$ cat src/rtl/ifetch_unit.sv
// Instruction fetch front-end: single-outstanding imem reads, DEPTH-entry
// {pc, word} buffer, valid/ready head to decode, redirect flush.
// Ports: clk, reset (async, active-high)
//   imem_req/imem_addr -> memory; imem_ack/imem_rdata <- memory
//   redirect/redirect_pc <- execute
//   instr_valid/instr/op/pc_out -> decode; dec_ready <- decode
module ifetch_unit #(
  parameter int n = 32,
  parameter int DEPTH = 2,
  parameter logic [n-1:0] RESET_PC = '0
) (
  input  logic         clk,
  input  logic         reset,
  output logic         imem_req,
  output logic [n-1:0] imem_addr,
  input  logic         imem_ack,
  input  logic [n-1:0] imem_rdata,
  input  logic         redirect,
  input  logic [n-1:0] redirect_pc,
  output logic         instr_valid,
  input  logic         dec_ready,
  output logic [n-1:0] instr,
  output logic [4:0]   op,
  output logic [n-1:0] pc_out
);

  localparam int PW = $clog2(DEPTH);
  localparam int CW = PW + 1;

  typedef enum logic [1:0] {
    S_IDLE,
    S_WAIT,
    S_DISCARD
  } state_t;

  state_t state, state_nx;

  logic [n-1:0]  fetch_pc;
  logic [n-1:0]  fetch_pc_inc;
  logic [n-1:0]  redirect_aligned;
  logic [n-1:0]  buf_pc   [DEPTH];
  logic [n-1:0]  buf_word [DEPTH];
  logic [PW-1:0] rd_ptr;
  logic [PW-1:0] wr_ptr;
  logic [CW-1:0] count;
  logic [CW:0]   level;
  logic          push;
  logic          pop;
  logic          space;
  logic          req_nx;
  logic [n-1:0]  addr_nx;

  assign fetch_pc_inc     = fetch_pc + n'(4);
  assign redirect_aligned = redirect_pc & ~n'(3);

  // A redirect cancels both the pop and the push of its cycle.
  assign instr_valid = (count != '0);
  assign pop  = instr_valid & dec_ready & ~redirect;
  assign push = (state == S_WAIT) & imem_ack & ~redirect;

  // Occupancy after this cycle; a new request reserves one more slot.
  assign level = {1'b0, count} + (CW+1)'(push) - (CW+1)'(pop);
  assign space = level < (CW+1)'(DEPTH);

  always_ff @(posedge clk or posedge reset) begin
    if (reset) state <= S_IDLE;
    else       state <= state_nx;
  end

  always_comb begin
    state_nx = state;
    unique case (state)
      S_IDLE: begin
        if (!redirect && space) state_nx = S_WAIT;
      end
      S_WAIT: begin
        if (imem_ack)
          state_nx = (!redirect && space) ? S_WAIT : S_IDLE;
        else if (redirect)
          state_nx = S_DISCARD;
      end
      S_DISCARD: begin
        if (imem_ack) state_nx = S_IDLE;
      end
      default: state_nx = S_IDLE;
    endcase
  end

  always_comb begin
    req_nx  = imem_req;
    addr_nx = imem_addr;
    unique case (state)
      S_IDLE: begin
        if (!redirect && space) begin
          req_nx  = 1'b1;
          addr_nx = fetch_pc;
        end
      end
      S_WAIT: begin
        if (imem_ack) begin
          if (!redirect && space) addr_nx = fetch_pc_inc;
          else                    req_nx  = 1'b0;
        end
      end
      S_DISCARD: begin
        if (imem_ack) req_nx = 1'b0;
      end
      default: req_nx = 1'b0;
    endcase
  end

  always_ff @(posedge clk or posedge reset) begin
    if (reset) begin
      imem_req  <= 1'b0;
      imem_addr <= RESET_PC;
      fetch_pc  <= RESET_PC;
      rd_ptr    <= '0;
      wr_ptr    <= '0;
      count     <= '0;
    end else begin
      imem_req  <= req_nx;
      imem_addr <= addr_nx;
      if (redirect) begin
        fetch_pc <= redirect_aligned;
        rd_ptr   <= '0;
        wr_ptr   <= '0;
        count    <= '0;
      end else begin
        if (push) begin
          fetch_pc <= fetch_pc_inc;
          wr_ptr   <= wr_ptr + PW'(1);
        end
        if (pop) rd_ptr <= rd_ptr + PW'(1);
        count <= count + CW'(push) - CW'(pop);
      end
    end
  end

  // Payload storage needs no reset; occupancy gates visibility.
  always_ff @(posedge clk) begin
    if (push) begin
      buf_pc[wr_ptr]   <= imem_addr;
      buf_word[wr_ptr] <= imem_rdata;
    end
  end

  assign instr  = instr_valid ? buf_word[rd_ptr] : '0;
  assign pc_out = instr_valid ? buf_pc[rd_ptr]   : '0;
  assign op     = instr[n-1:n-5];

endmodule
$ cat config.mk
export PLATFORM = sky130hd
export DESIGN_NAME = ifetch_unit
export DESIGN_NICKNAME = d
export VERILOG_FILES = /design/src/rtl/ifetch_unit.sv
export SDC_FILE = /design/constraint.sdc
export NUM_CORES = 1
export LEC_CHECK = 0
export BUFFER_PORTS_ARGS = -buffer_cell sky130_fd_sc_hd__clkbuf_2
export CELL_PAD_IN_SITES_DETAIL_PLACEMENT = 1
export CELL_PAD_IN_SITES_GLOBAL_PLACEMENT = 2
export CORE_MARGIN = 2
export CORE_UTILIZATION = 33
export DETAILED_ROUTE_END_ITERATION = 6
export GPL_ROUTABILITY_DRIVEN = 0
export PLACE_DENSITY = 0.82
export SYNTH_ARGS = -nofsm -noshare
export SYNTH_HDL_FRONTEND = slang
export SYNTH_SLANG_ARGS = --single-unit
export TNS_END_PERCENT = 5
$ cat constraint.sdc
create_clock -name clk -period 4.45 [get_ports clk]
set_input_delay 0.89 -clock clk [delete_from_list [all_inputs] [get_ports clk]]
set_output_delay 0.89 -clock clk [all_outputs]
set_load 0.02 [all_outputs]
==> metrics.yaml, run 1 <==
die:
  die_x_um: 165.5
  core_region_area_um2: 25840
  start_util_pct: 33.30
  num_rows: 59
  die_area_um2: 27380
  ioPinCount: 172
  die_h_um: 165.5
cts:
  clkSinkCount: 191
  cts_tree: "yes"
  cts_resized: 0
  hold_buffers: 0
  cts_setup_buffers: 0
  cts-buffers-inserted: 17
  clockBufferDepth: 2
  insertion_delay_ns: 0.42
  htreeDepth: 4
  clkSlewWorstSetupHoldPaths_ns: 0.07
  clockRootBuffer: "clkbuf_16"
critical_path:
  cpMaxStageDelayCell: "dfrtp_1"
  start_kind: "register"
  crit_path_max_incr_delay_ns: 0.60
  worstSetupPathType: "reg2reg"
  crit_family: "simple AND/OR/NAND/NOR gates"
  timing.critical_path.buf_inv: 2
  path_max_fanout: 11
  endpoint_kind: "register"
  path_cells: "and3b_1, nand2_1, ha_1, inv_1, ha_1, inv_1, fa_1, or3b_2, or3_1, or4_1, nand3_1"
  worstPathRequired_ns: 4.81
  worstPathArrival_ns: 4.01
drt:
  first_pass_iters: 4
  drc: 0
  drt_iter0_drc: 419
  wire_per_inst_um: 18.17
  via_per_inst: 5.057
  wirelength_um: 21860
  via_count: 6084
  drtAntennaViolNets: 0
logic_synthesis:
  avgSynthCellArea_um2: 11.98
  synth_compound_area_share_pct: 7.183
  synthAdderAreaFrac_pct: 0.6689
  syn_area_um2: 8605
  ys_warn_count: 0
  ys_seq_area_share_pct: 62.76
  synthMuxAreaShare_pct: 7.460
  ys_types: 49
  synth_seq_cells: 191
  synth_top_family_by_area: "simple AND/OR/NAND/NOR gates"
  syn_inst: 718
  async_reset_ff_share_pct: 35.08
  synth_edf_count: 124
  synthXorXnorAreaFrac_pct: 2.341
  synth_flop_cell: "edfxtp_1"
  synthSimpleGateAreaFrac_pct: 15.95
sta:
  slew_violations: 0
  hold_viol: 0
  rsz0062_at_grt: "no"
  layout_min_cycle_time_ns: 3.650
  fin_tns_setup_ns: 0
  fin_skew_ns: 0.01691
  max_slew_margin_pct: 23.90
  finalCritPeriodShare_pct: 82.03
  clock.fmax_mhz: 274.0
  worst_pin_slew_ns: 1.142
  setup_viol: 0
pwr:
  net-switching-power_uw: 2047
  vdd_drop_max_uv: 203.6
  power_frac_clock_pct: 26.7
  combPwrFrac_pct: 27.2
  p_leak_uw: 0.003782
  seqPwrFrac_pct: 46.1
  p_per_area_nw_per_um2: 544.8
  swShare_pct: 36.54
  internal-power_uw: 3555
final_layout:
  fill_cells: 2850
  final_nets: 928
  syn_to_final_growth_pct: 19.50
  multiInputGateArea_um2: 2929
  seq_area_um2: 5404
  mostFrequentLayoutCells: "165 x clkbuf_2, 124 x edfxtp_1, 98 x nor2_1"
  antenna_cells: 0
  final_layout_size_suffix_gt1_share_pct: 25.58
  final_cells: 1203
  layout_commonest_cell: "clkbuf_2"
placed_design:
  port_buffers: 165
  dpl.hpwl_um: 14970
  placedCellCount: 1171
grt:
  antenna_found_initial: 0
  grt_pass1_vias: 5976
  grt_overflow: 0
  grt_usage_pct: 16.23
  grt_first_pass_wirelength_um: 33930
  grt_max_degree: 64
min_path:
  hold_class: "reg2reg"
run:
  maxCapViolCount: 0
status:
  status: "finished clean"
synth_stat cells, drive strengths merged (3+ instances only):
| master | instances | area, um^2 |
|---|---|---|
| nand2 | 53 | 198.9 |
| nor2 | 100 | 375.4 |
| o31ai | 16 | 120.1 |
| o21ai | 34 | 170.2 |
| ha | 3 | 37.54 |
| mux2i | 63 | 630.6 |
| nor2b | 3 | 18.77 |
| nand4 | 22 | 152.7 |
| clkbuf | 36 | 136.4 |
| xnor2 | 6 | 52.55 |
| buf | 26 | 150.1 |
| dfrtp | 67 | 1677 |
| a31oi | 28 | 175.2 |
| edfxtp | 124 | 3724 |
| or2 | 5 | 31.28 |
| and4 | 4 | 35.03 |
| nand4b | 3 | 26.28 |
| nor3 | 5 | 30.03 |
| nand3 | 16 | 85.08 |
| o211ai | 10 | 75.07 |
| or3 | 12 | 75.07 |
| or4 | 33 | 247.7 |
| xor2 | 17 | 148.9 |
| inv | 6 | 22.52 |
worst reg2reg max path, delay by kind of cell (launching register included):
kind	cells	cell delay, ns
adders and majority gates	3	0.96
buffers and inverters	2	0.11
DFF	1	0.60
and+or+nand+nor	6	1.92
metrics by stage:
stage | hold slack (ns) | util (%) | setup WS [ns] | area, um^2 | total power, uW
2_1_floorplan | 0.5419 | - | 0.1154 | 8618 | 3530
3_3_place_gp | 0.4812 | 37.55 | 0.4740 | 9703 | 4115
3_5_place_dp | 0.4901 | 37.55 | 0.4579 | 9703 | 4166
4_1_cts | 0.5050 | 39.80 | 0.8099 | 10280 | 5674
5_1_grt | 0.5286 | 39.80 | 0.6107 | 10280 | 5925
6_report | 0.5024 | 39.80 | 0.7998 | 10280 | 5602
power by group through the flow:
stage / Sequential [uW] / Clock (uW) / Combinational (uW)
global placement: 2600 / 0 / 1510
global route: 2630 / 1610 / 1680
floorplan: 2590 / 0 / 940
CTS: 2590 / 1530 / 1550
detailed placement: 2620 / 0 / 1540
finish: 2580 / 1500 / 1520
kinds of logic (layout without fill, tap and decap cells):
| logic type | Yosys count | in the layout |
|---|---|---|
| buffers and inverters | 68 | 215 |
| flip-flops | 191 | 191 |
| AND/OR/NAND/NOR | 269 | 269 |
| XOR/XNOR | 23 | 23 |
| other | 1 | 4 |
| multiplexers | 64 | 64 |
| adder cells (fa/ha/maj) | 4 | 4 |
| AO/OA/AOI/OAI | 98 | 98 |
layer usage:
metal,vias to the layer above,GRT usage (%),share of wire [%]
li1,2919,-,-
met2,140,26.78,49
met3,9,2.972,4.5
met1,3016,21.98,46
met4,0,4.506,1.2
met5,-,0,0
final timing paths:
kind / startpoint / end / slack (ns) / cells past startpoint
hold reg to reg: imem_addr[24] / buf_pc[1][24] / 0.50 / 0
max in group asynchronous: reset / fetch_pc[3] / 2.90 / 3
setup reg to reg: state[0] / imem_addr[12] / 0.80 / 11
min in group asynchronous: reset / imem_addr[28] / 0.65 / 2
hold / removal: imem_addr[24] / buf_pc[1][24] / 0.50 / 0
setup / recovery: state[0] / imem_addr[12] / 0.80 / 11
layout make-up:
type                       count  share of cell area [%]
multi-input combinational    462                   28.49
timing repair buffer         177                   9.029
clock buffer                  17                   4.137
sequential                   191                   52.56
inverter                       6                  0.2190
tap                          335                   4.076
clock inverter                15                   1.497
sequential cells by signal (all words and copies together), names as in the netlist:
name and cells:
wr_ptr 1, count 2, imem_addr 30, imem_req 1, state 2, fetch_pc 30
rd_ptr 1, buf_pc 60, buf_word 64
Power figures use the tool's default switching activity.
==> run 2: changes to the inputs <==
CORE_UTILIZATION = 36   (was 33)
PLACE_DENSITY = 0.84   (was 0.82)
clock period = 3.4 ns   (was 4.45 ns; I/O delays follow)
==> metrics.yaml, run 2 (synthesis results as in run 1) <==
sta:
  max_slew_margin_pct: 53.12
  setup_viol: 0
  setup_ws_ns: 0.2233
  clock.fmax_mhz: 314.8
  fin_tns_setup_ns: 0
  hold_viol: 0
  finalCritPeriodShare_pct: 93.43
  slew_violations: 0
  layout_min_cycle_time_ns: 3.177
  fin_skew_ns: 0.01115
  worst_pin_slew_ns: 0.7032
  rsz0062_at_grt: "no"
final_layout:
  mostFrequentLayoutCells: "165 x clkbuf_2, 124 x edfxtp_1, 97 x nor2_1"
  fin_util_pct: 44.64
  final_layout_size_suffix_gt1_share_pct: 27.39
  final_nets: 940
  antenna_cells: 0
  fill_cells: 2556
  final_cells: 1199
  top_register: "buf_word"
  largest_reg_flops: 64
  top_regs: "buf_word x64, buf_pc x60"
  layout_commonest_cell: "clkbuf_2"
  syn_to_final_growth_pct: 21.77
die:
  die_x_um: 158.6
  ioPinCount: 172
  num_rows: 56
  core_region_area_um2: 23470
  start_util_pct: 36.66
  die_h_um: 158.6
  die_area_um2: 25150
critical_path:
  worstSetupPathType: "reg2reg"
  r2r-end: "imem_addr[12]"
  r2r_slack_ns: 0.22
  path_max_fanout: 3
  start_kind: "register"
  worstPathArrival_ns: 3.54
  r2r_cells: 13
  timing.rr.start: "count[1]"
  endpoint_kind: "register"
  critical_path.startpoint: "count[1]"
  worstPathRequired_ns: 3.76
drt:
  drc: 0
  wire_per_inst_um: 18.75
  first_pass_iters: 4
  drt_iter0_drc: 416
  via_count: 6162
  drtAntennaViolNets: 0
  via_per_inst: 5.139
  wirelength_um: 22480
cts:
  cts_setup_buffers: 0
  clkSlewWorstSetupHoldPaths_ns: 0.07
  cts_resized: 0
  clockRootBuffer: "clkbuf_16"
  clockBufferDepth: 2
  cts-buffers-inserted: 17
  cts_tree: "yes"
  hold_buffers: 0
  clkSinkCount: 191
  htreeDepth: 4
  insertion_delay_ns: 0.43
pwr:
  internal-power_uw: 4857
  combPwrFrac_pct: 28.6
  p_per_area_nw_per_um2: 720.3
  swShare_pct: 35.64
  p_leak_uw: 0.003876
  power_frac_clock_pct: 27.4
  vdd_drop_max_uv: 270.9
  seqPwrFrac_pct: 44.0
  net-switching-power_uw: 2690
grt:
  grt_usage_pct: 18.13
  grt_max_degree: 63
  grt_pass1_vias: 6144
  grt_first_pass_wirelength_um: 34470
  grt_overflow: 0
  antenna_found_initial: 0
placed_design:
  port_buffers: 165
  dpl.hpwl_um: 15770
  placedCellCount: 1167
  pre_cts_ws_ns: -0.05899
run:
  maxCapViolCount: 0
status:
  status: "finished clean"
min_path:
  hold_class: "in2async"
==> run 2: changes by cell type in the layout (fill, tap and decap cells not counted), sizes merged <==
cell      before  now
buf           12   24
bufinv         1    3
clkinvlp       3    2
clkinv         5    4
==> run 2: stage by stage <==
step	total power, uW	hold slack (ns)	area, um^2
final	7547	0.3200	10480
after global routing	7970	0.3711	10480
after CTS	7654	0.3260	10480
after detailed placement	5569	0.4870	9871
after global placement	5485	0.4790	9871
after floorplan	4668	0.5413	8747
==> run 2: layer usage <==
layer	up-vias	routed length, um	track usage, %	share of wire, %
li1	2946	-	-	-
met1	3041	9878	24.12	44
met2	149	11010	29.75	49
met3	26	1183	3.484	5.3
met4	0	410	6.178	1.8
met5	-	0	0	0
==> run 2: worst max path at each step <==
stage / to / slack [ns] / depth (start not counted)
2_1_floorplan: imem_addr[12] / -0.23 / 14
3_3_place_gp: imem_addr[12] / -0.06 / 12
3_5_place_dp: imem_addr[31] / -0.06 / 13
4_1_cts: imem_addr[12] / 0.19 / 13
5_1_grt: imem_addr[2] / 0.0003 / 14
6_report: imem_addr[12] / 0.22 / 13
==> run 2: area by class of cell <==
type	count	area, um^2	share of cell area [%]
clock buffer	17	425.4	4.060
clock inverter	15	181.4	1.732
inverter	6	22.52	0.2150
multi-input combinational	462	2977	28.41
sequential	191	5404	51.58
tap	319	399.1	3.809
timing repair buffer	189	1069	10.20
==> run 2: critical path, cell delays in order (launching register included) <==
cell	delay, ns
dfrtp_1	0.45
nor2_4	0.13
inv_1	0.06
nand2_1	0.15
nor2_4	0.06
ha_4	0.21
inv_2	0.06
ha_4	0.11
inv_2	0.03
fa_1	0.53
or3b_4	0.38
or3_4	0.39
or4_1	0.47
nand3_1	0.08
==> run 2: power groups by stage <==
stage	Sequential (uW)	Clock, uW	Combinational [uW]
after floorplan	3390	0	1280
after global placement	3340	0	2140
after detailed placement	3380	0	2190
after CTS	3330	2120	2200
after global routing	3380	2230	2360
final	3320	2070	2160
==> run 3: changes to the inputs <==
RECOVER_POWER = 50   (was not set)
==> metrics.yaml, run 3 (synthesis results as in run 1) <==
sta:
  max_slew_margin_pct: -12.38
  rsz0062_at_grt: "no"
  setup_viol: 0
  setup_ws_ns: 0.2219
  layout_min_cycle_time_ns: 3.178
  slew_violations: 63
  fin_skew_ns: 0.01060
  fin_tns_setup_ns: 0
  clock.fmax_mhz: 314.7
  hold_viol: 0
  finalCritPeriodShare_pct: 93.47
  worst_pin_slew_ns: 1.686
grt:
  grt_max_degree: 63
  grt_pass1_vias: 6144
  antenna_found_initial: 0
  grt_overflow: 0
  grt_first_pass_wirelength_um: 34470
  grt_usage_pct: 18.13
pwr:
  p_per_area_nw_per_um2: 724.3
  combPwrFrac_pct: 28.2
  net-switching-power_uw: 2703
  vdd_drop_max_uv: 263.5
  internal-power_uw: 4826
  power_frac_clock_pct: 27.6
  seqPwrFrac_pct: 44.2
  p_leak_uw: 0.003752
  swShare_pct: 35.90
critical_path:
  r2r-end: "imem_addr[12]"
  r2r_slack_ns: 0.22
  critical_path.startpoint: "count[1]"
  timing.rr.start: "count[1]"
  endpoint_kind: "register"
  path_cells: "nor2_4, inv_1, nand2_1, nor2_4, ha_4, inv_2, ha_4, inv_2, fa_1, or3b_4, or3_4, or4_1, nand3_1"
  path_max_fanout: 3
  r2r_cells: 13
  worstPathArrival_ns: 3.54
  cpMaxStageDelayCell: "fa_1"
  worstPathRequired_ns: 3.76
  crit_path_max_incr_delay_ns: 0.53
  worstSetupPathType: "reg2reg"
  start_kind: "register"
min_path:
  worstHoldStart: "imem_rdata[24]"
  hold_end: "buf_word[0][24]"
  hold_path_depth: 1
  hold_class: "in2reg"
die:
  die_area_um2: 25150
  ioPinCount: 172
  die_x_um: 158.6
  num_rows: 56
  core_region_area_um2: 23470
  start_util_pct: 36.66
  die_h_um: 158.6
final_layout:
  layout_commonest_cell: "clkbuf_2"
  fin_util_pct: 44.28
  final_layout_size_suffix_gt1_share_pct: 22.95
  final_nets: 940
  syn_to_final_growth_pct: 20.79
  antenna_cells: 0
  top_register: "buf_word"
  largest_reg_flops: 64
  top_regs: "buf_word x64, buf_pc x60"
  mostFrequentLayoutCells: "135 x clkbuf_2, 124 x edfxtp_1, 97 x nor2_1"
cts:
  cts_resized: 0
  clockRootBuffer: "clkbuf_16"
  cts_setup_buffers: 0
  clkSinkCount: 191
  hold_buffers: 0
  insertion_delay_ns: 0.43
  clkSlewWorstSetupHoldPaths_ns: 0.07
  clockBufferDepth: 2
  cts_tree: "yes"
  cts-buffers-inserted: 17
  htreeDepth: 4
drt:
  wl_met1_um: 9897
  met3_length_um: 1116
  drc: 0
  top_layer_used: "met4"
  wirelength_um: 22540
  first_pass_iters: 7
  via_per_inst: 5.127
  wire_per_inst_um: 18.80
  wl_met2_um: 11080
  via_count: 6147
  drt_iter0_drc: 404
  drtAntennaViolNets: 0
placed_design:
  port_buffers: 165
  pre_cts_ws_ns: -0.05899
  dpl.hpwl_um: 15770
status:
  status: "finished with violations"
  violations: "max-capacitance violations, max-slew violations"
run:
  maxCapViolCount: 1
-- run 3: cell types whose count changed in the layout (fill, tap and decap cells not counted), sizes merged --
cell	delta
clkbuf	+7
buf	-7
-- run 3: through the flow --
step,power [uW],cells,hold WS [ns],instance area (um^2)
floorplan,4668,721,0.5413,8747
global placement,5485,1167,0.4790,9871
detailed placement,5569,1167,0.4870,9871
CTS,7654,1199,0.3260,10480
global route,7937,1199,0.4147,10390
finish,7529,1199,0.4331,10390
-- run 3: layout make-up --
class | instances | area, um^2
Inverter | 6 | 22.52
Tap cell | 319 | 399.1
Multi-Input combinational cell | 462 | 2969
Sequential cell | 191 | 5404
Clock buffer | 17 | 425.4
Clock inverter | 15 | 181.4
Timing Repair Buffer | 189 | 992.2
Fill cell | 2570 | 13080
-- run 3: metal layers --
layer	vias to the layer above	track usage [%]
li1	2946	-
met1	3027	24.12
met2	146	29.75
met3	28	3.484
met4	0	6.178
met5	-	0
-- run 3: worst max-delay path by stage --
stage	endpoint	slack, ns	cells past startpoint
finish	imem_addr[12]	0.22	13
floorplan	imem_addr[12]	-0.23	14
CTS	imem_addr[12]	0.19	13
global placement	imem_addr[12]	-0.06	12
detailed placement	imem_addr[31]	-0.06	13
global route	imem_addr[2]	0.0002	14
-- run 3: power by group through the flow --
stage	registers, uW	clock network [uW]	logic (uW)
finish	3330	2080	2120
global route	3390	2230	2320
global placement	3340	0	2140
detailed placement	3380	0	2190
floorplan	3390	0	1280
CTS	3330	2120	2200
-- run 3: worst max-delay path: cells and delay by family (launching register included) --
kind | cells | cell delay, ns
buffers and inverters | 3 | 0.15
AND/OR/NAND/NOR | 7 | 1.66
flip-flops | 1 | 0.45
adder cells (fa/ha/maj) | 3 | 0.85
